**config.mk**
```make
export PLATFORM = sky130hd
export DESIGN_NAME = truth_table_sweeper
export DESIGN_NICKNAME = d
export VERILOG_FILES = /design/src/rtl/truth_sweep_pkg.sv /design/src/rtl/sweep_hold_timer.sv /design/src/rtl/truth_table_sweeper.sv
export SDC_FILE = /design/constraint.sdc
export NUM_CORES = 1
export LEC_CHECK = 0
export CAP_MARGIN = 20
export CORE_MARGIN = 2
export CORE_UTILIZATION = 49
export DETAILED_ROUTE_END_ITERATION = 10
export PLACE_DENSITY = 0.76
export SLEW_MARGIN = 20
export SYNTH_ARGS = -nofsm -noshare
export SYNTH_HDL_FRONTEND = slang
export SYNTH_SLANG_ARGS = --single-unit
```
**constraint.sdc**
```tcl
create_clock -name clk -period 1.8 [get_ports clk]
set_input_delay 0.36 -clock clk [delete_from_list [all_inputs] [get_ports clk]]
set_output_delay 0.36 -clock clk [all_outputs]
set_load 0.02 [all_outputs]
```
**src/rtl/truth_sweep_pkg.sv**
```systemverilog
// Shared types and helpers for the truth-table sweeper.
// bin2gray is used only when TRUTH_SWEEP_GRAY_EN is defined.
package truth_sweep_pkg;

    typedef enum logic [1:0] {
        IDLE  = 2'b00,
        DRIVE = 2'b01,
        DONE  = 2'b10
    } sweep_state_t;

    localparam int MAX_INPUTS = 8;

    // The counter must be able to represent HOLD_CYCLES itself.
    function automatic int hold_cnt_width(input int hold_cycles);
        return $clog2(hold_cycles + 1);
    endfunction

    function automatic logic [MAX_INPUTS-1:0] bin2gray(input logic [MAX_INPUTS-1:0] bin);
        return bin ^ (bin >> 1);
    endfunction

endpackage

```
**src/rtl/sweep_hold_timer.sv**
```systemverilog
// Hold timer: up-counter that pulses tc on the last cycle of each hold
// and wraps to zero; clear forces it back to zero.
module sweep_hold_timer
    import truth_sweep_pkg::*;
#(
    parameter int HOLD_CYCLES = 10
) (
    input  logic clk,
    input  logic reset,
    input  logic clear,
    input  logic enable,
    output logic tc
);

    localparam int CW = hold_cnt_width(HOLD_CYCLES);
    localparam logic [CW-1:0] LAST = CW'(HOLD_CYCLES - 1);

    logic [CW-1:0] count;

    assign tc = enable && (count == LAST);

    always_ff @(posedge clk or posedge reset) begin
        if (reset) begin
            count <= '0;
        end else if (clear || tc) begin
            count <= '0;
        end else if (enable) begin
            count <= count + CW'(1);
        end
    end

endmodule

```
**src/rtl/truth_table_sweeper.sv**
```systemverilog
// Drives every operand combination to a gate, samples its result after each
// hold and builds the truth table. Define TRUTH_SWEEP_GRAY_EN for Gray order.
module truth_table_sweeper
    import truth_sweep_pkg::*;
#(
    parameter int N_INPUTS    = 2,
    parameter int HOLD_CYCLES = 10
) (
    input  logic                     clk,
    input  logic                     reset,
    input  logic                     start,
    input  logic                     result_in,
    output logic [N_INPUTS-1:0]      operands,
    output logic                     busy,
    output logic                     done,
    output logic [2**N_INPUTS-1:0]   truth_table
);

    sweep_state_t state, next_state;

    logic [N_INPUTS-1:0] step;
    logic [N_INPUTS-1:0] step_next;
    logic [N_INPUTS-1:0] operands_next;
    logic                hold_done;
    logic                last_step;
    logic                timer_clear;
    logic                timer_en;

    assign step_next = step + N_INPUTS'(1);
    assign last_step = (step == '1);

    // step counts combinations; operands is its (optionally Gray-coded) image.
`ifdef TRUTH_SWEEP_GRAY_EN
    assign operands_next = N_INPUTS'(bin2gray(MAX_INPUTS'(step_next)));
`else
    assign operands_next = step_next;
`endif

    sweep_hold_timer #(
        .HOLD_CYCLES (HOLD_CYCLES)
    ) u_timer (
        .clk    (clk),
        .reset  (reset),
        .clear  (timer_clear),
        .enable (timer_en),
        .tc     (hold_done)
    );

    always_ff @(posedge clk or posedge reset) begin
        if (reset) begin
            state <= IDLE;
        end else begin
            state <= next_state;
        end
    end

    always_comb begin
        next_state  = state;
        busy        = 1'b0;
        done        = 1'b0;
        timer_clear = 1'b0;
        timer_en    = 1'b0;
        case (state)
            IDLE: begin
                timer_clear = 1'b1;
                if (start) begin
                    next_state = DRIVE;
                end
            end
            DRIVE: begin
                busy     = 1'b1;
                timer_en = 1'b1;
                if (hold_done && last_step) begin
                    next_state = DONE;
                end
            end
            DONE: begin
                done       = 1'b1;
                next_state = IDLE;
            end
            default: next_state = IDLE;
        endcase
    end

    // Table is indexed by the driven value, so Gray order yields the same table.
    always_ff @(posedge clk or posedge reset) begin
        if (reset) begin
            step        <= '0;
            operands    <= '0;
            truth_table <= '0;
        end else if (state == IDLE && start) begin
            step        <= '0;
            operands    <= '0;
            truth_table <= '0;
        end else if (state == DRIVE && hold_done) begin
            truth_table[operands] <= result_in;
            if (!last_step) begin
                step     <= step_next;
                operands <= operands_next;
            end
        end
    end

endmodule

```
==> results of run 1 <==
==> where the power goes <==
part	internal, mW	leakage [nW]	switching, mW
combinational	0.0848	0.222	0.0883
sequential	0.308	0.154	0.0527
clock	0.0774	0.0138	0.0815
==> per-layer routing <==
metal	vias up	global-route usage [%]	share of wire [%]
li1	254	-	-
met1	236	22.6	45
met2	12	28.5	49
met3	4	3.26	4.1
met4	0	10.0	1.7
met5	-	0	0
==> cells in the mapped netlist <==
cell type,count
mux2i_1,6
dfrtp_1,12
inv_2,1
inv_1,7
o21ai_0,3
and3_4,1
nand2_1,12
o2111ai_1,1
clkbuf_1,1
nand4_1,1
nand3b_1,1
o211ai_1,1
or3b_1,1
nor2b_1,2
nand3_1,4
nand2b_4,1
o31ai_1,2
ha_1,6
nor3_2,1
and3b_1,1
or2_2,1
==> layout make-up <==
class	instances	area [µm²]
Tap cell	15	18.8
Fill cell	103	465
Timing Repair Buffer	12	115
Clock buffer	3	22.5
Multi-Input combinational cell	45	332
Sequential cell	12	302
Inverter	8	30.0
==> timing repair <==
action | in CTS | in global routing
gates resized for setup | 3 | 0
hold buffers | 0 | 0
endpoints found under the setup margin | 2 | 0
==> state kept, by name, indices dropped and copies added (netlist names) <==
| register | cells |
|---|---|
| truth_table | 4 |
| u_timer.count | 4 |
| state | 2 |
| step | 2 |
==> per-stage QoR <==
stage               worst slack (ns)  power [mW]  utilization, %
floorplan                      0.531       0.475               -
global placement               0.182       0.538            62.1
detailed placement             0.175       0.542            62.1
CTS                           0.0773       0.699            63.8
global route                  0.0349       0.734            63.8
finish                        0.0781       0.693            63.8
==> kinds of logic after synthesis <==
kind of cell	after synthesis	share of synthesized area, %
AND/OR/NAND/NOR	26	22.6
flip-flops	12	45.1
buffers and inverters	9	5.07
AO/OA/AOI/OAI	7	6.95
multiplexers	6	9.02
adder cells (fa/ha/maj)	6	11.3
==> final timing paths <==
| check | depth (start not counted) | to | startpoint | slack, ns |
|---|---|---|---|---|
| worst max-delay path | 1 | operands[0] | step[0] | 0.08 |
| worst min-delay path | 2 | truth_table[3] | reset | 0.42 |
| worst max register to register | 5 | truth_table[3] | u_timer.count[1] | 0.39 |
| worst min register to register | 2 | truth_table[3] | truth_table[3] | 0.54 |
| max in group asynchronous | 2 | state[1] | reset | 1.05 |
| min in group clk | 2 | truth_table[3] | truth_table[3] | 0.54 |
==> impl_metrics.csv, run 1 <==
group,metric,value,unit
sta,relSlewSlack,69.9,%
sta,period_needed,1.72,ns
sta,tns,0,ns
critical_path,cp_slowest_cell,"clkdlybuf4s50_1",
layout,final_area,820,µm²
synthesis,synth_top_area_share,45.1,%
cts,clk_pin_slew,0.07,ns
sta,fmax,581,MHz
route,viasPerCell,5.33,
power_and_ir_drop,p_per_area,846,nW/µm²
sta,finalSetupViolCount,0,
job,maxCapViolCount,0,
route,drcViolationCount,0,
critical_path,crit_required,1.44,ns
worst_hold_path,hold_path.class,"primary input to async pin",
placement,numPortBuffers,11,
critical_path,critical-path-top-delay-family,"buffers and inverters",
synthesis,syn_inst,66,
layout,syn_to_final_growth,23.1,%
cts,htree_levels,1,
die,die_w,40.9,µm
layout,nets,92,
layout,mostFrequentLayoutCell,"nand2_1",
synthesis,yosysTopAreaCell,"dfrtp_1",
power_and_ir_drop,leakagePower,0.389,nW
die,rows,13,
critical_path,cp_num_buf_inv,1,
layout,mostFrequentLayoutCells,"nand2_1, dfrtp_1, clkdlybuf4s50_1, inv_1",
global_routing,antenna_found_initial,0,
global_routing,grt_pass1_wl,1860,µm
synthesis,synth_warnings,0,
cts,cts.sinks,12,
route,wirelength,1240,µm
synthesis,synth_cell_types,21,
critical_path,path_cells,"clkdlybuf4s50_1",
critical_path,setup.worst_path.start_class,"flip-flop",
synthesis,avgSynthCellArea,10.1,µm²
placement,placed_cells,92,
global_routing,grt_pass1_vias,437,
layout,drive_above_1_share,12.5,%
sta,finalCritPeriodShare,95.7,%
cts,clk-insertion-delay-late,0.27,ns
critical_path,path_max_fanout,6,
route,drt_pass1_iterations,5,
synthesis,synth.ff_latch_count,12,
synthesis,yosysSeqAreaShare,45.1,%
placement,post_dp_cell_area,798,µm²
status,status,"complete, no violations",
route,wl_per_cell,13.0,µm
critical_path,cp-end-kind,"output port",
power_and_ir_drop,ir_drop,0.535,mV
layout,stdcell_count,95,
sta,finalMaxSlewViolations,0,
route,vias,506,
route,drtIter0Drc,19,
sta,hold_slack,0.415,ns
cts,numCtsBuffers,3,
global_routing,overflow,0,
critical_path,critPathKind,"flip-flop to output port",
placement,dp_hpwl,941,µm
synthesis,ys_top_cells_by_area,"dfrtp_1, ha_1, mux2i_1, nand2_1, inv_1",
die,core_area,1280,µm²
synthesis,syn_area,666,µm²
global_routing,grt_usage,17.9,%
sta,hold_viol_final,0,
cts,cts_tree,"built",
cts,cts_root_buffer,"clkbuf_4",
route,ant_nets,0,
sta,fin_skew,0.00344,ns
critical_path,crit_arrival,1.36,ns
synthesis,synth_nets,76,
layout,antenna_cells,0,
die,pin_count,12,
placement,place_congestion,0.732,
die,start_util,51.8,%
die,dieArea,1670,µm²
cts,cts_buffer_depth,2,
die,die_h,40.9,µm
cts,post_cts_buffers,0,
sta,tightest_slew,0.450,ns
global_routing,grt_max_degree,13,
critical_path,slowest_delay,0.64,ns
sta,grt_setup_unrepaired,"no",
No activity file was read; power rests on OpenSTA's default activity.
==> inputs of run 2 (changes only) <==
--- a/config.mk
+++ b/config.mk
@@ -13,4 +13,5 @@
 export SLEW_MARGIN = 20
 export SYNTH_ARGS = -nofsm -noshare
 export SYNTH_HDL_FRONTEND = slang
+export SYNTH_HIERARCHICAL = 1
 export SYNTH_SLANG_ARGS = --single-unit
==> run 2 against run 1 <==
Compared with the run above: via count down 3.6%; sequential share of layout area down 2.5 points; final cell count up 1.1%; wire length down 2.2%; highest routed layer is now met3; non-clock buffer count up 3; register-to-register slack worse by 0.13 ns; core utilization up 3.5 points; design area up 6.9%; area after synthesis up 1.9%; sequential power up 22%.
==> impl_metrics.csv, run 2 <==
group,metric,value,unit
placement,preCtsSetupSlack,0.240,ns
synthesis,synth_top_area_share,44.3,%
status,status,"complete, no violations",
synthesis,synth-edff-count,0,
critical_path,crit_arrival,1.36,ns
sta,setup_slack,0.0787,ns
synthesis,synth_warnings,6,
synthesis,synth_cell_types,25,
sta,finalMaxSlewViolations,0,
cts,numCtsBuffers,3,
cts,clk_pin_slew,0.08,ns
route,drcViolationCount,0,
sta,grt_setup_unrepaired,"no",
global_routing,grt_pass1_vias,479,
job,maxCapViolCount,0,
die,start_util,52.1,%
cts,post_cts_buffers,0,
cts,clk-insertion-delay-late,0.27,ns
synthesis,avgSynthCellArea,10.9,µm²
layout,top_regs,"truth_table x4, u_timer/count x4",
layout,seq_area,300,µm²
cts,cts.hold.buffers_added,0,
route,drtIter0Drc,3,
worst_hold_path,hold_path.class,"primary input to async pin",
cts,cts_root_buffer,"clkbuf_4",
sta,fin_skew,0.00883,ns
power_and_ir_drop,power_frac_clock,18.2,%
synthesis,syn_inst,62,
die,die_h,41.2,µm
die,dieArea,1700,µm²
power_and_ir_drop,leakagePower,0.430,nW
cts,cts.sinks,12,
critical_path,path_max_fanout,5,
layout,final_area,876,µm²
power_and_ir_drop,p_int,0.750,mW
sta,tightest_slew,0.320,ns
layout,multi_input_area,353,µm²
route,wl_met2,569,µm
global_routing,grt_usage,19.3,%
global_routing,antenna_found_initial,0,
placement,post_dp_cell_area,842,µm²
critical_path,critPathKind,"flip-flop to output port",
route,wirelength,1210,µm
placement,numPortBuffers,11,
layout,mostFrequentLayoutCell,"dfrtp_1",
cts,htree_levels,1,
layout,syn_to_final_growth,29.2,%
global_routing,grt_pass1_wl,2050,µm
critical_path,r2r-end,"step[0]",
route,highest_layer,"met3",
die,pin_count,12,
power_and_ir_drop,ir_drop,0.859,mV
cts,cts.repair.resized,2,
global_routing,grt_max_degree,9,
synthesis,ys_top_cells_by_area,"dfrtp_1, ha_1, inv_1, o311ai_1, nand2_1",
sta,tns,0,ns
synthesis,synthArstFlopShare,100,%
critical_path,path_cells,"clkdlybuf4s50_1",
sta,fmax,581,MHz
sta,hold_viol_final,0,
synthesis,synth_common_cells,"dfrtp_1, inv_1, ha_1, nand2_1, nor2_1",
power_and_ir_drop,p_sw,0.400,mW
placement,place_congestion,0.808,
route,ant_nets,0,
critical_path,critical-path-top-delay-family,"buffers and inverters",
synthesis,yosysTopAreaCell,"dfrtp_1",
route,vias,488,
layout,num-fill-cells,112,
route,wl_per_cell,12.6,µm
power_and_ir_drop,switching_share,34.8,%
critical_path,cp_slowest_cell,"clkdlybuf4s50_1",
synthesis,syn_area,678,µm²
synthesis,ys.flop_type,"dfrtp_1",
critical_path,cp-end-kind,"output port",
cts,cts_buffer_depth,2,
die,core_area,1300,µm²
cts,cts_tree,"built",
critical_path,setup.worst_path.start_class,"flip-flop",
route,drt_pass1_iterations,3,
global_routing,overflow,0,
route,met1_length,588,µm
power_and_ir_drop,comb_power_share,43.5,%
power_and_ir_drop,p_per_area,1310,nW/µm²
route,viasPerCell,5.08,
layout,mostFrequentLayoutCells,"dfrtp_1, clkdlybuf4s50_1, inv_1, ha_1",
sta,finalCritPeriodShare,95.6,%
sta,hold_slack,0.289,ns
synthesis,yosysSeqAreaShare,44.3,%
critical_path,rr_worst_depth,6,
critical_path,slowest_delay,0.64,ns
critical_path,rr_startpoint,"u_timer/count[1]",
power_and_ir_drop,power_frac_seq,38.4,%
sta,finalSetupViolCount,0,
placement,dp_hpwl,949,µm
critical_path,ff2ff_setup_slack,0.26,ns
critical_path,cp_num_buf_inv,1,
die,rows,13,
route,wl_met3,52,µm
sta,period_needed,1.72,ns
die,die_w,41.2,µm
layout,antenna_cells,0,
critical_path,crit_required,1.44,ns
synthesis,synth.ff_latch_count,12,
synthesis,synth_nets,72,
sta,relSlewSlack,78.7,%
layout,nets,92,
layout,drive_above_1_share,21.0,%
synthesis,yosysMostFrequentCell,"dfrtp_1",
## run 2: how the worst max path moves through the flow
stage	start	end	slack [ns]	cells after the start
after floorplan	state[0]	step[0]	0.09	5
after global placement	start	step[0]	0.24	4
after detailed placement	start	step[0]	0.24	4
after CTS	step[0]	operands[0]	0.05	1
after global routing	step[0]	operands[0]	0.03	1
final	step[0]	operands[0]	0.08	1
## run 2: layout make-up
class,instances,area share [%]
clock buffers,4,4.14
inverters,8,3.43
multi-input cells,42,40.3
flip-flops and latches,12,34.3
well taps,15,2.14
repair buffers,15,15.7
## run 2: kinds of logic (layout without fill, tap and decap cells)
| kind of cell | Yosys count | count (layout) | share of synthesized area (%) |
|---|---|---|---|
| XOR/XNOR | 3 | 3 | 3.88 |
| AO/OA/AOI/OAI | 10 | 10 | 11.6 |
| adder cells (fa/ha/maj) | 6 | 6 | 11.1 |
| flip-flops | 12 | 12 | 44.3 |
| AND/OR/NAND/NOR | 21 | 21 | 21.0 |
| buffers and inverters | 8 | 27 | 4.43 |
| multiplexers | 2 | 2 | 3.69 |
## run 2: routing by layer
metal  up-vias  GRT usage [%]
met2        10           30.9
met4         0           4.84
li1        253              -
met3         0           8.15
met1       225           23.9
met5         -              0
## run 2: metrics by stage
stage	total power [mW]	instances	util [%]
floorplan	0.786	62	-
finish	1.15	96	67.3
detailed placement	0.956	92	64.7
global route	1.24	96	67.3
global placement	0.939	92	64.7
CTS	1.17	96	67.3
## run 2: power by group through the flow
stage	combinational, mW	clock [mW]	sequential, mW
2_1_floorplan	0.310	0	0.476
3_3_place_gp	0.499	0	0.441
3_5_place_dp	0.508	0	0.447
4_1_cts	0.505	0.219	0.443
5_1_grt	0.560	0.224	0.454
6_report	0.500	0.209	0.441
==> inputs of run 3 (changes only) <==
--- a/config.mk
+++ b/config.mk
@@ -7,9 +7,9 @@
 export LEC_CHECK = 0
 export CAP_MARGIN = 20
 export CORE_MARGIN = 2
-export CORE_UTILIZATION = 49
+export CORE_UTILIZATION = 44
 export DETAILED_ROUTE_END_ITERATION = 10
-export PLACE_DENSITY = 0.76
+export PLACE_DENSITY = 0.72
 export SLEW_MARGIN = 20
 export SYNTH_ARGS = -nofsm -noshare
 export SYNTH_HDL_FRONTEND = slang
==> constraint.sdc (replaced) <==
create_clock -name clk -period 1.5 [get_ports clk]
set_input_delay 0.3 -clock clk [delete_from_list [all_inputs] [get_ports clk]]
set_output_delay 0.3 -clock clk [all_outputs]
set_load 0.1 [all_outputs]
==> run 3 against run 2 <==
Compared with the run above: the flow now finishes with violations (setup timing); sequential share of layout area fell by 5.9 points; wire length up 32%; sequential power rose by 15%; register-to-register slack got worse by 0.30 ns; count of clock-buffer cells in the layout unchanged; flip-flop and latch count unchanged; largest power group unchanged; combinational power rose by 140%; clock skew fell by 0.0080 ns; setup slack worse by 0.12 ns; final cell count up 11%.
==> impl_metrics.csv, run 3 (synthesis results as in run 2) <==
group,metric,value,unit
sta,finalSetupViolCount,1,
sta,relSlewSlack,78.7,%
route,drt_pass1_iterations,2,
placement,place_congestion,0.802,
layout,syn_to_final_growth,57.6,%
sta,grt_setup_unrepaired,"yes",
status,status,"finished with violations",
layout,mostFrequentLayoutCell,"buf_4",
route,drcViolationCount,0,
global_routing,antenna_found_initial,0,
worst_hold_path,hold_path.class,"primary input to async pin",
critical_path,setup.worst_path.start_class,"flip-flop",
layout,stdcell_count,107,
critical_path,endpoint,"step[0]",
critical_path,cp-end-kind,"flip-flop",
global_routing,use_met1,22.2,%
global_routing,grt_pass1_vias,543,
sta,fin_skew,0.000784,ns
global_routing,met3_usage,8.09,%
cts,clk-insertion-delay-late,0.29,ns
critical_path,path_max_fanout,4,
cts,clk_pin_slew,0.07,ns
power_and_ir_drop,p_per_area,1860,nW/µm²
die,rows,14,
die,dieArea,1870,µm²
layout,antenna_cells,0,
route,drtIter0Drc,6,
sta,finalCritPeriodShare,103,%
critical_path,ff2ff_setup_slack,-0.04,ns
critical_path,crit_required,1.68,ns
route,viasPerCell,5.35,
die,die_w,43.3,µm
global_routing,grtUsageMet2,26.9,%
critical_path,r2r-end,"step[0]",
placement,placed_cells,98,
critical_path,cp-startpoint,"u_timer/count[1]",
sta,fmax,648,MHz
layout,mostFrequentLayoutCells,"buf_4, dfrtp_1, buf_12, inv_1, ha_1",
sta,setup_slack,-0.0436,ns
die,pin_count,12,
route,vias,572,
route,wl_per_cell,14.9,µm
critical_path,rr_startpoint,"u_timer/count[1]",
layout,drive_above_1_share,44.0,%
global_routing,grt_usage,19.0,%
cts,htree_levels,1,
cts,cts_tree,"built",
sta,period_needed,1.54,ns
die,core_area,1470,µm²
die,die_h,43.3,µm
layout,num-fill-cells,99,
critical_path,critPathKind,"flip-flop to flip-flop",
route,ant_nets,0,
cts,cts_root_buffer,"clkbuf_4",
global_routing,overflow,0,
critical_path,rr_worst_depth,6,
power_and_ir_drop,ir_drop,1.14,mV
global_routing,grt_pass1_wl,2420,µm
placement,dp_hpwl,1040,µm
global_routing,busiest_layer,"met2",
job,maxCapViolCount,0,
sta,tns,-0.0436,ns
sta,hold_viol_final,0,
cts,cts.sinks,12,
cts,numCtsBuffers,3,
placement,numPortBuffers,11,
cts,cts_buffer_depth,2,
sta,hold_slack,0.218,ns
sta,finalMaxSlewViolations,0,
power_and_ir_drop,leakagePower,0.515,nW
status,failed_checks,"setup timing",
critical_path,crit_arrival,1.72,ns
layout,top_regs,"truth_table x4, u_timer/count x4",
global_routing,grt_max_degree,10,
route,wirelength,1590,µm
sta,tightest_slew,0.319,ns
layout,nets,102,
die,start_util,46.1,%
## run 3: cell types whose count changed in the layout (fill, tap and decap cells not counted), sizes merged
| cell | change |
|---|---|
| clkdlybuf4s50 | -6 |
| dlygate4sd2 | -2 |
| buf | +18 |
## run 3: metrics by stage
stage / power (mW) / util, % / setup WS [ns] / cell area (µm²)
after floorplan: 1.23 / - / -0.585 / 688
after global placement: 1.62 / 65.6 / 0.0160 / 966
after detailed placement: 1.66 / 65.6 / -0.0101 / 966
after CTS: 1.93 / 69.0 / -0.0161 / 1010
after global routing: 2.10 / 72.6 / -0.120 / 1070
final: 1.98 / 72.6 / -0.0436 / 1070
## run 3: how the worst min path moves through the flow
stage                     start                to  slack [ns]
after floorplan           reset  u_timer/count[0]        0.07
after global placement    reset  u_timer/count[3]        0.52
final                     reset  u_timer/count[1]        0.22
after detailed placement  reset  u_timer/count[3]        0.53
after CTS                 reset  u_timer/count[3]        0.22
after global routing      reset  u_timer/count[2]        0.22
## run 3: final cells by class
class | instances | area (µm²) | area share (%)
Tap cell | 16 | 20.0 | 1.87
Clock buffer | 4 | 36.3 | 3.40
Timing Repair Buffer | 25 | 315 | 29.5
Inverter | 8 | 30.0 | 2.81
Sequential cell | 12 | 303 | 28.3
Multi-Input combinational cell | 42 | 364 | 34.1
## run 3: critical path, stage by stage, from the launching register on
cell	delay, ns
dfrtp_1	0.40
inv_1	0.06
ha_1	0.14
and4b_4	0.25
and4bb_2	0.27
nor2_2	0.05
mux2_4	0.26
## run 3: metal layers
layer	part of all wire, %	wire length (µm)
met5	0	0
met4	4.8	77
met3	3.8	60
met2	48	759
met1	44	696
## run 3: repair_timing
item	CTS	global route
gates resized for setup	1	7
pin swaps	1	0
setup buffers	1	4
endpoints found under the setup margin	2	9
hold buffers	0	0
## run 3: power breakdown
part	internal, mW	switching (mW)	leakage (nW)	total, mW
registers	0.426	0.0790	0.139	0.505
logic	0.545	0.668	0.355	1.21
clock network	0.148	0.118	0.0210	0.266
total	1.12	0.864	0.515	1.98
==> edit 1: new RTL, flow settings as in run 3 <==
The 3 states of `sweep_state_t` get a one-hot encoding in 3 bits.
--- a/src/rtl/truth_sweep_pkg.sv
+++ b/src/rtl/truth_sweep_pkg.sv
@@ -2,10 +2,10 @@
 // bin2gray is used only when TRUTH_SWEEP_GRAY_EN is defined.
 package truth_sweep_pkg;
 
-    typedef enum logic [1:0] {
-        IDLE  = 2'b00,
-        DRIVE = 2'b01,
-        DONE  = 2'b10
+    typedef enum logic [2:0] {
+        IDLE  = 3'b001,
+        DRIVE = 3'b010,
+        DONE  = 3'b100
     } sweep_state_t;
 
     localparam int MAX_INPUTS = 8;
Check against the original RTL: no difference found for any inputs over 10 cycles, from zero or initial values and one cycle with reset high; not proved beyond that.
==> edit 1 against run 3 <==
- wire length decreased by 4.0%
- worst setup slack got worse by 0.075 ns
- count of clock-buffer cells in the layout unchanged
- clock skew increased by 0.0042 ns
- cell count unchanged
- area after synthesis increased by 4.1%
- design area decreased by 0.70%
- die area increased by 3.7%
- the run still ends with setup timing left
- sequential cell count increased by 1
Power is not compared: it rests on default switching activity, and its combinational part moved more than twofold at a synthesized area within 25%.
==> edit 1: results (changes against run 3) <==
Place
  – Post-detail-place hpwl: 1160 um (+12%)
  – Post-Place Cell Area: 0.00100 mm2 (+3.9%)
  – GPL Wtd Cong: 0.727 (-9.3%)

Timing
  – Fin Clk Skew: 0.00497 ns (+0.00419 ns)
  – WHS: 0.221 ns (+0.00350 ns)
  – Setup TNS: -0.835 ns (-0.791 ns)
  – Transition at the pin with the smallest max-transition slack: 0.382 ns (+0.0633 ns)
  – Slack of the critical path: -0.118 ns (-0.0745 ns)
  – Number of failing setup endpoints in the final timing report: 10 (+9)

Critical path
  – Worst Path Max Fanout: 5 (+1)
  – Worst EP arrival: 1.80 ns (+0.08 ns)
  – First element of the critical path: state[2]$_DFFE_PP0P_
  – Reg-to-reg critical path endpoint: truth_table[2]$_DFFE_PP0P_

Route
  – Wirelength per Cell: 14.3 um (-4.0%)
  – Sum of routed wire length over all layers: 1530 um (-4.0%)
  – Via-to-Cell Ratio: 5.27 (-1.4%)

Clock network
  – Number of buffers added for setup after CTS: 0 (-1)

Synthesis
  – Top cells by area, synth: sky130_fd_sc_hd__dfrtp_1, sky130_fd_sc_hd__ha_1, sky130_fd_sc_hd__nand2_1, sky130_fd_sc_hd__dfstp_2, sky130_fd_sc_hd__a31o_1
  – Most instantiated cells after synthesis: sky130_fd_sc_hd__dfrtp_1, sky130_fd_sc_hd__nand2_1, sky130_fd_sc_hd__ha_1, sky130_fd_sc_hd__inv_1
  – Total nets after synthesis: 76 (+5.6%)
  – Sequential-to-total area share from yosys stat: 46.3% (+2.0 points)
  – Gate count after technology mapping: 66 (+6.5%)

Cells and area
  – Largest registers ranked by flip-flop count: truth_table x4, u_timer/count x4, state x3
  – Fraction of layout instances using a drive strength above 1: 37.4% (-6.6 points)

Run status
  – Result of the run: finished, violations left
  – Violated checks: setup timing

GRT
  – Overall fraction of global-route tracks in use: 19.2% (+0.21 points)
  – First-pass GRT wire length: 2700 um (+12%)
## edit 1: cell count changes after synthesis, moves of 2 or more
cell | run 3 | this run
sky130_fd_sc_hd__a22o_1 | 2 | 0
sky130_fd_sc_hd__nor2_1 | 5 | 3
sky130_fd_sc_hd__nor3b_1 | 0 | 3
sky130_fd_sc_hd__nand2_1 | 5 | 10
sky130_fd_sc_hd__o311ai_1 | 3 | 0
sky130_fd_sc_hd__inv_1 | 8 | 6
sky130_fd_sc_hd__and3_1 | 0 | 3
sky130_fd_sc_hd__a31o_1 | 0 | 3
sky130_fd_sc_hd__o21ai_0 | 3 | 1
## edit 1: cells by family after synthesis
family	Yosys count	synth area share [%]
simple gates	28	24.8
fa+ha+maj	6	10.6
xor+xnor	3	3.72
flops	13	46.3
mux	2	2.84
compound gates	6	6.91
buf+inv	8	4.79
## edit 1: metrics by stage
| stage | setup WS, ns | util, % |
|---|---|---|
| floorplan | -1.04 | - |
| global placement | -0.0884 | 66.6 |
| detailed placement | -0.147 | 66.6 |
| CTS | -0.104 | 70.1 |
| global route | -0.218 | 70.4 |
| finish | -0.118 | 70.4 |
## edit 1: power breakdown
part	switching, mW	internal [mW]
logic	0.265	0.234
registers	0.0336	0.409
clock network	0.121	0.103
total	0.419	0.746
## edit 1: worst register-to-register path: cells and delay by family (launching register included)
kind / cells / cell delay [ns]
AOI/OAI and AO/OA: 1 / 0.21
buffers and inverters: 1 / 0.18
and+or+nand+nor: 4 / 0.71
DFF: 1 / 0.42
## edit 1: worst max path at each step
stage	end	cells past startpoint
after detailed placement	truth_table[0]$_DFFE_PP0P_	6
after floorplan	truth_table[2]$_DFFE_PP0P_	6
after global routing	truth_table[2]$_DFFE_PP0P_	6
final	truth_table[2]$_DFFE_PP0P_	6
after CTS	truth_table[0]$_DFFE_PP0P_	6
after global placement	truth_table[1]$_DFFE_PP0P_	6
## edit 1: what timing repair did
item / CTS / global route
endpoints found under the setup margin: 10 / 10
pin swaps: 1 / 5
gates cloned: 1 / 0
gates resized for setup: 4 / 3
## edit 1: layer usage
metal,wire [um],vias up,part of all wire (%),GRT usage (%)
li1,-,275,-,-
met1,774,277,51,29.6
met2,701,10,46,27.4
met3,37,2,2.4,2.45
met4,16,0,1.0,7.27
met5,0,-,0,0
## edit 1: final cells by class
| type | instances | area (um2) |
|---|---|---|
| timing repair buffer | 23 | 280 |
| multi-input combinational | 45 | 385 |
| inverter | 6 | 22.5 |
| fill | 112 | 445 |
| sequential | 13 | 327 |
| tap | 16 | 20.0 |
| clock buffer | 4 | 26.3 |
==> edit 2: new RTL, settings of run 3 <==
Made on the original files. `HOLD_CYCLES` is set to 10 in 2 places; all go to 12.
--- a/src/rtl/sweep_hold_timer.sv
+++ b/src/rtl/sweep_hold_timer.sv
@@ -3,7 +3,7 @@
 module sweep_hold_timer
     import truth_sweep_pkg::*;
 #(
-    parameter int HOLD_CYCLES = 10
+    parameter int HOLD_CYCLES = 12
 ) (
     input  logic clk,
     input  logic reset,
--- a/src/rtl/truth_table_sweeper.sv
+++ b/src/rtl/truth_table_sweeper.sv
@@ -4,7 +4,7 @@
     import truth_sweep_pkg::*;
 #(
     parameter int N_INPUTS    = 2,
-    parameter int HOLD_CYCLES = 10
+    parameter int HOLD_CYCLES = 12
 ) (
     input  logic                     clk,
     input  logic                     reset,
Formal check against the unedited RTL: no difference found for any inputs over 10 cycles, from zero or initial values and one cycle with reset high; that may be too few to reach the edited logic, so the function may still have changed.
==> edit 2 against run 3 <==
- the flow still finishes with violations (setup timing)
- first-iteration DRC count increased to 3.0 times the old value
- design area increased by 0.82%
- sequential cell count unchanged
- total power decreased by 21%
- non-clock buffer count unchanged
- worst setup slack got worse by 0.034 ns
- wire length decreased by 2.1%
- area after synthesis unchanged
- critical path type unchanged
==> edit 2: results (changes against run 3) <==
Run status
  – Result of the run: finished, violations left
  – Violated checks: setup timing

Route
  – DRC violation count after routing: 0 (unchanged)
  – Via-to-Cell Ratio: 5.56 (+4.0%)
  – DRT iter0 DRCs: 18 (+12)
  – Sum of routed wire length over all layers: 1560 um (-2.1%)
  – Pre-antenna DRT Iters: 4 (+2)

Cells and area
  – Largest registers ranked by flip-flop count: truth_table x4, u_timer/count x4
  – Nets@finish: 105 (+2.9%)
  – Fraction of layout instances using a drive strength above 1: 41.1% (-2.9 points)
  – Fill count: 103 (+4.0%)
  – Count of antenna diodes in the layout: 0 (unchanged)

Timing
  – Transition at the pin with the smallest max-transition slack: 0.332 ns (+0.0130 ns)
  – Fin Clk Skew: 0.000980 ns (+0.000195 ns)
  – Slack of the critical path: -0.0777 ns (-0.0341 ns)
  – Number of failing setup endpoints in the final timing report: 3 (+2)

Clock network
  – Level count of the clock H-tree: 1 (unchanged)
  – CTS clk-pin slew, worst paths: 0.08 ns
  – Inserted Clock Buffers: 3 (unchanged)
  – Clock latency reported for the late side of the worst-skew pair: 0.27 ns (-0.02 ns)
  – Number of buffers on the longest clock path: 2 (unchanged)
  – Root buffer cell: sky130_fd_sc_hd__clkbuf_4

Critical path
  – Largest stage delay, worst path: 0.44 ns (+0.04 ns)
  – Worst Path Max Fanout: 4 (unchanged)
  – Max stage delay cell, worst path: sky130_fd_sc_hd__dfrtp_2
  – Worst EP arrival: 1.74 ns (+0.02 ns)

Power
  – Worst vdd rail ir drop: 932 uV (-19%)
  – Static power due to leakage: 0.512 nW (-0.65%)

Synthesis
  – Most instantiated cells after synthesis: sky130_fd_sc_hd__dfrtp_1, sky130_fd_sc_hd__inv_1, sky130_fd_sc_hd__nand2_1, sky130_fd_sc_hd__ha_1
  – Total nets after synthesis: 75 (+4.2%)
  – Sequential-to-total area share from yosys stat: 44.3% (unchanged)
  – Unique cell type count in the Yosys netlist: 25 (unchanged)
  – Ys Warns: 6 (unchanged)
  – Top cells by area, synth: sky130_fd_sc_hd__dfrtp_1, sky130_fd_sc_hd__ha_1, sky130_fd_sc_hd__inv_1, sky130_fd_sc_hd__o311ai_1, sky130_fd_sc_hd__nand2_1
  – Ys async rst share: 100% (unchanged)

GRT
  – Met3 track demand over resource: 5.11% (-3.0 points)
  – Met2 GRT Util: 29.9% (+3.0 points)
  – Fraction of met1 tracks used by global routing: 25.1% (+2.9 points)
  – Overall fraction of global-route tracks in use: 19.5% (+0.51 points)
  – Largest net degree at the start of global routing: 10 (unchanged)
  – Number of antenna violations at the first check in global routing: 0 (unchanged)
  – Via count of the first global-routing pass: 617 (+14%)
  – First-pass GRT wire length: 2680 um (+11%)

Min path
  – Path class of the lowest-slack min-delay path: input pin to asynchronous set/reset pin

Place
  – Count of buffers from port buffering: 11 (unchanged)
  – Setup WS pre-CTS: -0.0790 ns (-0.0689 ns)
  – GPL Wtd Cong: 0.731 (-8.9%)
  – Post-detail-place hpwl: 1200 um (+16%)
-- edit 2: metrics by stage --
step | cell area (um2) | cells | hold WS, ns | setup TNS (ns)
floorplan | 696 | 66 | 0.0661 | -3.61
global placement | 996 | 105 | 0.524 | 0
CTS | 1050 | 109 | 0.244 | -0.0605
finish | 1080 | 111 | 0.242 | -0.0895
global route | 1080 | 111 | 0.250 | -0.532
detailed placement | 996 | 105 | 0.531 | -0.177
-- edit 2: power breakdown --
group          internal [mW]  total [mW]  switching (mW)
Clock                  0.147       0.254           0.107
Sequential             0.400       0.480          0.0802
Combinational          0.378       0.825           0.447
-- edit 2: cell type report --
type	instances	area (um2)	area share [%]
multi-input combinational	47	397	36.8
sequential	12	303	28.1
timing repair buffer	25	295	27.4
clock buffer	4	36.3	3.37
inverter	7	26.3	2.44
tap	16	20.0	1.86
-- edit 2: final timing paths --
check | from | endpoint | slack (ns) | depth (start not counted)
max in group asynchronous | reset | state[1]$_DFFE_PP0P_ | 0.92 | 2
worst max register to register | state[1]$_DFFE_PP0P_ | step[0]$_DFFE_PP0P_ | -0.08 | 6
worst max-delay path | state[1]$_DFFE_PP0P_ | step[0]$_DFFE_PP0P_ | -0.08 | 6
min in group clk | truth_table[3]$_DFFE_PP0P_ | truth_table[3]$_DFFE_PP0P_ | 0.58 | 1
worst min-delay path | reset | u_timer/count[2]$_DFFE_PP0P_ | 0.24 | 2
worst min register to register | truth_table[3]$_DFFE_PP0P_ | truth_table[3]$_DFFE_PP0P_ | 0.58 | 1
-- edit 2: worst max-delay path, delay by kind of cell (launching register included) --
kind	cells	cell delay [ns]
flops	1	0.44
simple gates	5	0.78
mux	1	0.25
-- edit 2: layer usage --
metal  up-vias  share of wire (%)
li1        293                  -
met1       303                 46
met2        19                 49
met3         2                4.6
met4         0                1.3
met5         -                  0
-- edit 2: kinds of logic (layout without fill, tap and decap cells) --
logic type	count (synthesis)	in the layout	share of synthesized area, %
DFF	12	12	44.3
muxes	3	3	5.17
AOI/OAI and AO/OA	15	15	14.6
buffers and inverters	7	36	3.88
adders and majority gates	5	5	9.23
and+or+nand+nor	24	24	22.9
-- edit 2: repair_timing --
action	CTS	global route
gates resized for setup	5	2
setup buffers	0	2
gates cloned	0	0
endpoints found under the setup margin	6	8
pin swaps	2	2
